[src/rtl/bus_arbiter.sv]
// Two-master (CPU = m0, DMA = m1) single-slave bus arbiter with optional locked bursts.
// Define BUS_ARB_RR_EN for round-robin arbitration; otherwise m0 has fixed priority.
module bus_arbiter #(
  parameter int unsigned MAX_LOCK = 4
) (
  input  logic        clk,
  input  logic        rst,
  input  logic        m0_req,
  input  logic        m0_lock,
  input  logic        m0_we,
  input  logic [31:0] m0_addr,
  input  logic [31:0] m0_wdata,
  output logic        m0_gnt,
  output logic        m0_done,
  output logic [31:0] m0_rdata,
  input  logic        m1_req,
  input  logic        m1_lock,
  input  logic        m1_we,
  input  logic [31:0] m1_addr,
  input  logic [31:0] m1_wdata,
  output logic        m1_gnt,
  output logic        m1_done,
  output logic [31:0] m1_rdata,
  output logic        s_sel,
  output logic        s_we,
  output logic [31:0] s_addr,
  output logic [31:0] s_wdata,
  input  logic [31:0] s_rdata
);

  typedef enum logic [2:0] {
    IDLE    = 3'd0,
    ACCESS0 = 3'd1,
    ACCESS1 = 3'd2,
    RESP0   = 3'd3,
    RESP1   = 3'd4
  } state_t;

  localparam logic [3:0] MAX_LOCK_C = 4'(MAX_LOCK);

  state_t      state_q, state_d;
  logic [3:0]  beat_q, beat_d;
  logic        last_gnt_q, last_gnt_d;
  logic        m0_gnt_q, m1_gnt_q;
  logic        m0_done_q, m1_done_q;
  logic [31:0] m0_rdata_q, m1_rdata_q;
  logic        win_m1;
  logic        in_access;
  logic        sel_m1;

`ifdef BUS_ARB_RR_EN
  // On a tie the master that did not hold the bus last goes first.
  assign win_m1 = m1_req & (~m0_req | ~last_gnt_q);
`else
  assign win_m1 = m1_req & ~m0_req;
`endif

  always_comb begin
    state_d    = state_q;
    beat_d     = beat_q;
    last_gnt_d = last_gnt_q;
    case (state_q)
      IDLE: begin
        if (m0_req || m1_req) begin
          state_d = win_m1 ? ACCESS1 : ACCESS0;
        end
      end
      ACCESS0: begin
        beat_d  = beat_q + 4'd1;
        state_d = RESP0;
      end
      ACCESS1: begin
        beat_d  = beat_q + 4'd1;
        state_d = RESP1;
      end
      RESP0: begin
        if (m0_lock && m0_req && (beat_q < MAX_LOCK_C)) begin
          state_d = ACCESS0;
        end else begin
          state_d    = IDLE;
          beat_d     = 4'd0;
          last_gnt_d = 1'b0;
        end
      end
      RESP1: begin
        if (m1_lock && m1_req && (beat_q < MAX_LOCK_C)) begin
          state_d = ACCESS1;
        end else begin
          state_d    = IDLE;
          beat_d     = 4'd0;
          last_gnt_d = 1'b1;
        end
      end
      default: begin
        state_d = IDLE;
        beat_d  = 4'd0;
      end
    endcase
  end

  // gnt/done are registered from the next state so they line up with ACCESSn/RESPn.
  always_ff @(posedge clk) begin
    if (!rst) begin
      state_q    <= IDLE;
      beat_q     <= 4'd0;
      last_gnt_q <= 1'b1;
      m0_gnt_q   <= 1'b0;
      m1_gnt_q   <= 1'b0;
      m0_done_q  <= 1'b0;
      m1_done_q  <= 1'b0;
      m0_rdata_q <= 32'd0;
      m1_rdata_q <= 32'd0;
    end else begin
      state_q    <= state_d;
      beat_q     <= beat_d;
      last_gnt_q <= last_gnt_d;
      m0_gnt_q   <= (state_d == ACCESS0);
      m1_gnt_q   <= (state_d == ACCESS1);
      m0_done_q  <= (state_d == RESP0);
      m1_done_q  <= (state_d == RESP1);
      if (state_q == ACCESS0 && !m0_we) begin
        m0_rdata_q <= s_rdata;
      end
      if (state_q == ACCESS1 && !m1_we) begin
        m1_rdata_q <= s_rdata;
      end
    end
  end

  // Gating with rst keeps the slave quiet in the cycle a reset is being sampled.
  assign in_access = ((state_q == ACCESS0) || (state_q == ACCESS1)) && rst;
  assign sel_m1    = (state_q == ACCESS1);

  always_comb begin
    s_sel   = in_access;
    s_we    = 1'b0;
    s_addr  = 32'd0;
    s_wdata = 32'd0;
    if (in_access) begin
      s_we    = sel_m1 ? m1_we    : m0_we;
      s_addr  = sel_m1 ? m1_addr  : m0_addr;
      s_wdata = sel_m1 ? m1_wdata : m0_wdata;
    end
  end

  assign m0_gnt   = m0_gnt_q;
  assign m1_gnt   = m1_gnt_q;
  assign m0_done  = m0_done_q;
  assign m1_done  = m1_done_q;
  assign m0_rdata = m0_rdata_q;
  assign m1_rdata = m1_rdata_q;

  a_gnt_excl: assert property (@(posedge clk) !(m0_gnt_q && m1_gnt_q));
  a_gnt_done0: assert property (@(posedge clk) !(m0_gnt_q && m0_done_q));
  a_gnt_done1: assert property (@(posedge clk) !(m1_gnt_q && m1_done_q));
  a_beat_max: assert property (@(posedge clk) disable iff (!rst) beat_q <= MAX_LOCK_C);
  a_last0: assert property (@(posedge clk) disable iff (!rst)
    (state_q == RESP0 && state_d == IDLE) |=> !last_gnt_q);
  a_last1: assert property (@(posedge clk) disable iff (!rst)
    (state_q == RESP1 && state_d == IDLE) |=> last_gnt_q);

endmodule

[config.mk]
export PLATFORM = sky130hd
export DESIGN_NAME = bus_arbiter
export DESIGN_NICKNAME = d
export VERILOG_FILES = /design/src/rtl/bus_arbiter.sv
export SDC_FILE = /design/constraint.sdc
export NUM_CORES = 1
export LEC_CHECK = 0
export ABC_AREA = 0
export BUFFER_PORTS_ARGS = -buffer_cell sky130_fd_sc_hd__clkbuf_2
export CAP_MARGIN = 20
export CORE_AREA = 2 2 118 120
export CTS_CLUSTER_DIAMETER = 200
export DETAILED_ROUTE_END_ITERATION = 10
export DIE_AREA = 0 0 120 122
export PLACE_DENSITY = 0.65
export SKIP_LAST_GASP = 1
export SLEW_MARGIN = 40
export SYNTH_ARGS = -nofsm -noshare
export SYNTH_HDL_FRONTEND = slang
export SYNTH_SLANG_ARGS = --single-unit
[constraint.sdc]
create_clock -name clk -period 1.3 [get_ports clk]
set_input_delay 0.065 -clock clk [delete_from_list [all_inputs] [get_ports clk]]
set_output_delay 0.065 -clock clk [all_outputs]
set_load 0.05 [all_outputs]
==> run metrics <==
status=finished, violations left; failing checks=setup timing; min-delay worst type=input pin to flop; Synth Warn #=0; synthesis-to-finish area growth=130%; Finish-stage setup viols=137; initial core utilization=28.5%; Die Ht=122 um; row count=43; met1 Use GR=24.1%; grt total ovfl=0; initial antenna violation count=0; Final period util=141%; cell leakage power=a little under 0.004 uW; startpoint type of the worst setup path=flop; EDFF count, synth=0; setup ws final=-0.531 ns; CP required=1.24 ns; H-tree Lvls=3; initial DRC count=190; Cell variety after synth=33; worst-margin pin slew=0.500 ns; crit end category=output pin; Pwr Total=9220 uW; worst skew pair latency=0.34 ns; fmax=546 MHz; Power per Cell Area=1040 nW/um^2; post-synthesis cell count=548; CP Class=flop to output pin; area leader, netlist=dfxtp_1; Worst Hold Path EP=m0_gnt$_SDFF_PN0_; vias per inst=4.73; FF-to-FF path depth=9; layout cell share with drive strength beyond 1=between 50% and 60%; Avg Cell Area, Syn=7.03 um^2; clock period minus worst slack=between 1.5 and 2 ns; Seq cells post-synth=75; Max Cap Viol=0; Worst-path clk slew=0.06 ns; post-DP HPWL=approximately 12 mm; Antenna Nets Post-Route=0; TritonCTS clock tree=built; 1st-pass router iterations=4; DRC Markers=0; dpl ws=-0.293 ns; Hold Startpoint=m0_req; Setup Skew=0.0104 ns; met2 Use GR=45.3%; GPL Wtd Cong=0.788; met3 GRT Util=6.74%; PortBufs=approximately 300; register area share after synthesis=between 30 and 40%; IO Count=between 300 and 400; first-pass GRT wire length=26.9 mm; worst reg2reg path startpoint=state_q[2]$_SDFF_PN0_; largest net degree at the start of global routing=54; worst r2r dst=m1_rdata[2]$_SDFFE_PN0P_; Synthesized Nets=717; reg2reg setup slack=-0.37 ns; critical path data arrival time=1.77 ns; Final Slew Violations=0; Die Span X=120 um; antenna diode count=0; VDD IR max=0.000821 V; Synth Flop Type=dfxtp_1; unrepaired setup endpoints after global routing=true; most frequent cells after synthesis=nand2_1 (260), dfxtp_1 (75), a21oi_1 (67), a21boi_1 (35), a21boi_0 (29); CTS Buf Count=9; Hold Path Depth=2; count leader, synth=nand2_1; Total GRT Usage=23.6%; vias in the first global route=5085; Root Driver=clkbuf_16; Vias=roughly 5200; Area contributors post-synth=dfxtp_1 (39%), nand2_1 (25%), a21oi_1 (8.7%), a21boi_1 (6.8%), a21boi_0 (5.7%); synthesized area=3850 um^2; final WL=19.2 mm; Synth top area share=39.0%; Hold Violations, Final=0; die area=14600 um^2; Synth async-reset ratio=0%; gr busiest metal=met2; Max Root-Sink Buffers=2; Num Clock Sinks=75; Max FO, Critical Path=5; Routed wire per std cell=between 15 and 20 um; core box area=~14000 um^2; Max-slew headroom=66.7%; Layout Nets=between 1000 and 1500
==> kinds of logic after synthesis <==
family,synth area share [%]
AOI/OAI and AO/OA,23.1
xor gates and xnor gates,0.227
adders and majority gates,0.325
buffers and inverters,6.07
DFF,39.0
muxes,0.260
and+or+nand+nor,31.1
==> placed cells by master (no fill, tap or decap), types with 3 or more instances in the layout <==
cell type	count
a21oi_2	5
nand2_1	212
a21oi_4	61
dfxtp_1	71
nand2_4	10
dlygate4sd3_1	32
buf_6	19
buf_16	8
buf_4	20
nand2_2	38
buf_8	26
clkbuf_8	17
a21boi_1	47
and2_1	3
buf_12	46
a21boi_0	16
clkbuf_2	235
clkbuf_16	14
==> where the power goes <==
part           total (uW)  internal (uW)  switching, uW  leakage (uW)
Clock                2530           1500           1030      0.000148
Sequential           2500           2420           80.2      0.000611
Combinational        4190           1820           2370       0.00313
Total                9220           5750           3470       0.00389
==> layer usage <==
| layer | vias up | routed length (um) |
|---|---|---|
| li1 | 2538 | - |
| met1 | 2462 | 7060 |
| met2 | 213 | 10300 |
| met3 | 35 | 1320 |
| met4 | 0 | 531 |
| met5 | - | 0 |
==> registers in the layout, summed over array words and instances, names as in the netlist <==
register	flops
state_q	3
m0_gnt	1
m1_done	1
m0_rdata	32
beat_q	4
m1_gnt	1
m1_rdata	32
m0_done	1
==> critical path, cell delays in order, from the launching register on <==
cell,delay [ns]
dfxtp_4,0.36
nor3b_4,0.21
buf_6,0.15
buf_12,0.11
buf_16,0.13
buf_6,0.11
nand2_4,0.05
a21oi_4,0.16
buf_12,0.15
==> how the worst max path moves through the flow <==
stage / from / to / slack [ns] / depth (start not counted)
floorplan: state_q[0]$_SDFF_PN0_ / s_addr[0] / -0.19 / 6
global placement: state_q[0]$_SDFF_PN0_ / s_addr[10] / -0.28 / 7
detailed placement: state_q[1]$_SDFF_PN0_ / s_wdata[1] / -0.29 / 6
CTS: state_q[0]$_SDFF_PN0_ / s_addr[27] / -0.54 / 8
global route: state_q[2]$_SDFF_PN0_ / s_addr[6] / -0.60 / 8
finish: state_q[2]$_SDFF_PN0_ / s_addr[6] / -0.53 / 8
==> area by class of cell <==
class                   count  area, um^2
inverters                   2        11.3
repair buffers            408        3750
fillers                  1064        4650
clock buffers               9         225
well taps                 180         225
clock inverters             7        76.3
flip-flops and latches     75        1510
multi-input cells         428        3060
==> per-stage QoR <==
stage          hold slack, ns  utilization (%)  cells  cell area (um^2)  setup TNS [ns]
6_report               0.0903             65.6   1109              8860          -48.10
5_1_grt                0.0904             65.6   1109              8860          -58.17
4_1_cts                0.0784             63.9   1100              8640          -52.46
3_5_place_dp            0.306             51.8   1028              7000          -25.88
3_3_place_gp            0.302             51.8   1028              7000          -21.83
2_1_floorplan           0.200                -    548              4730          -12.86
==> repair_timing <==
item                                   in CTS  in global routing
resized for setup                         172                 54
setup endpoints to repair                 139                141
cloned                                      9                  6
hold buffers                               32                  0
endpoints found under the hold margin      62                  0
buffers inserted                           17                  6
pin swaps                                  33                 16
No activity file was read; power rests on OpenSTA's default activity.
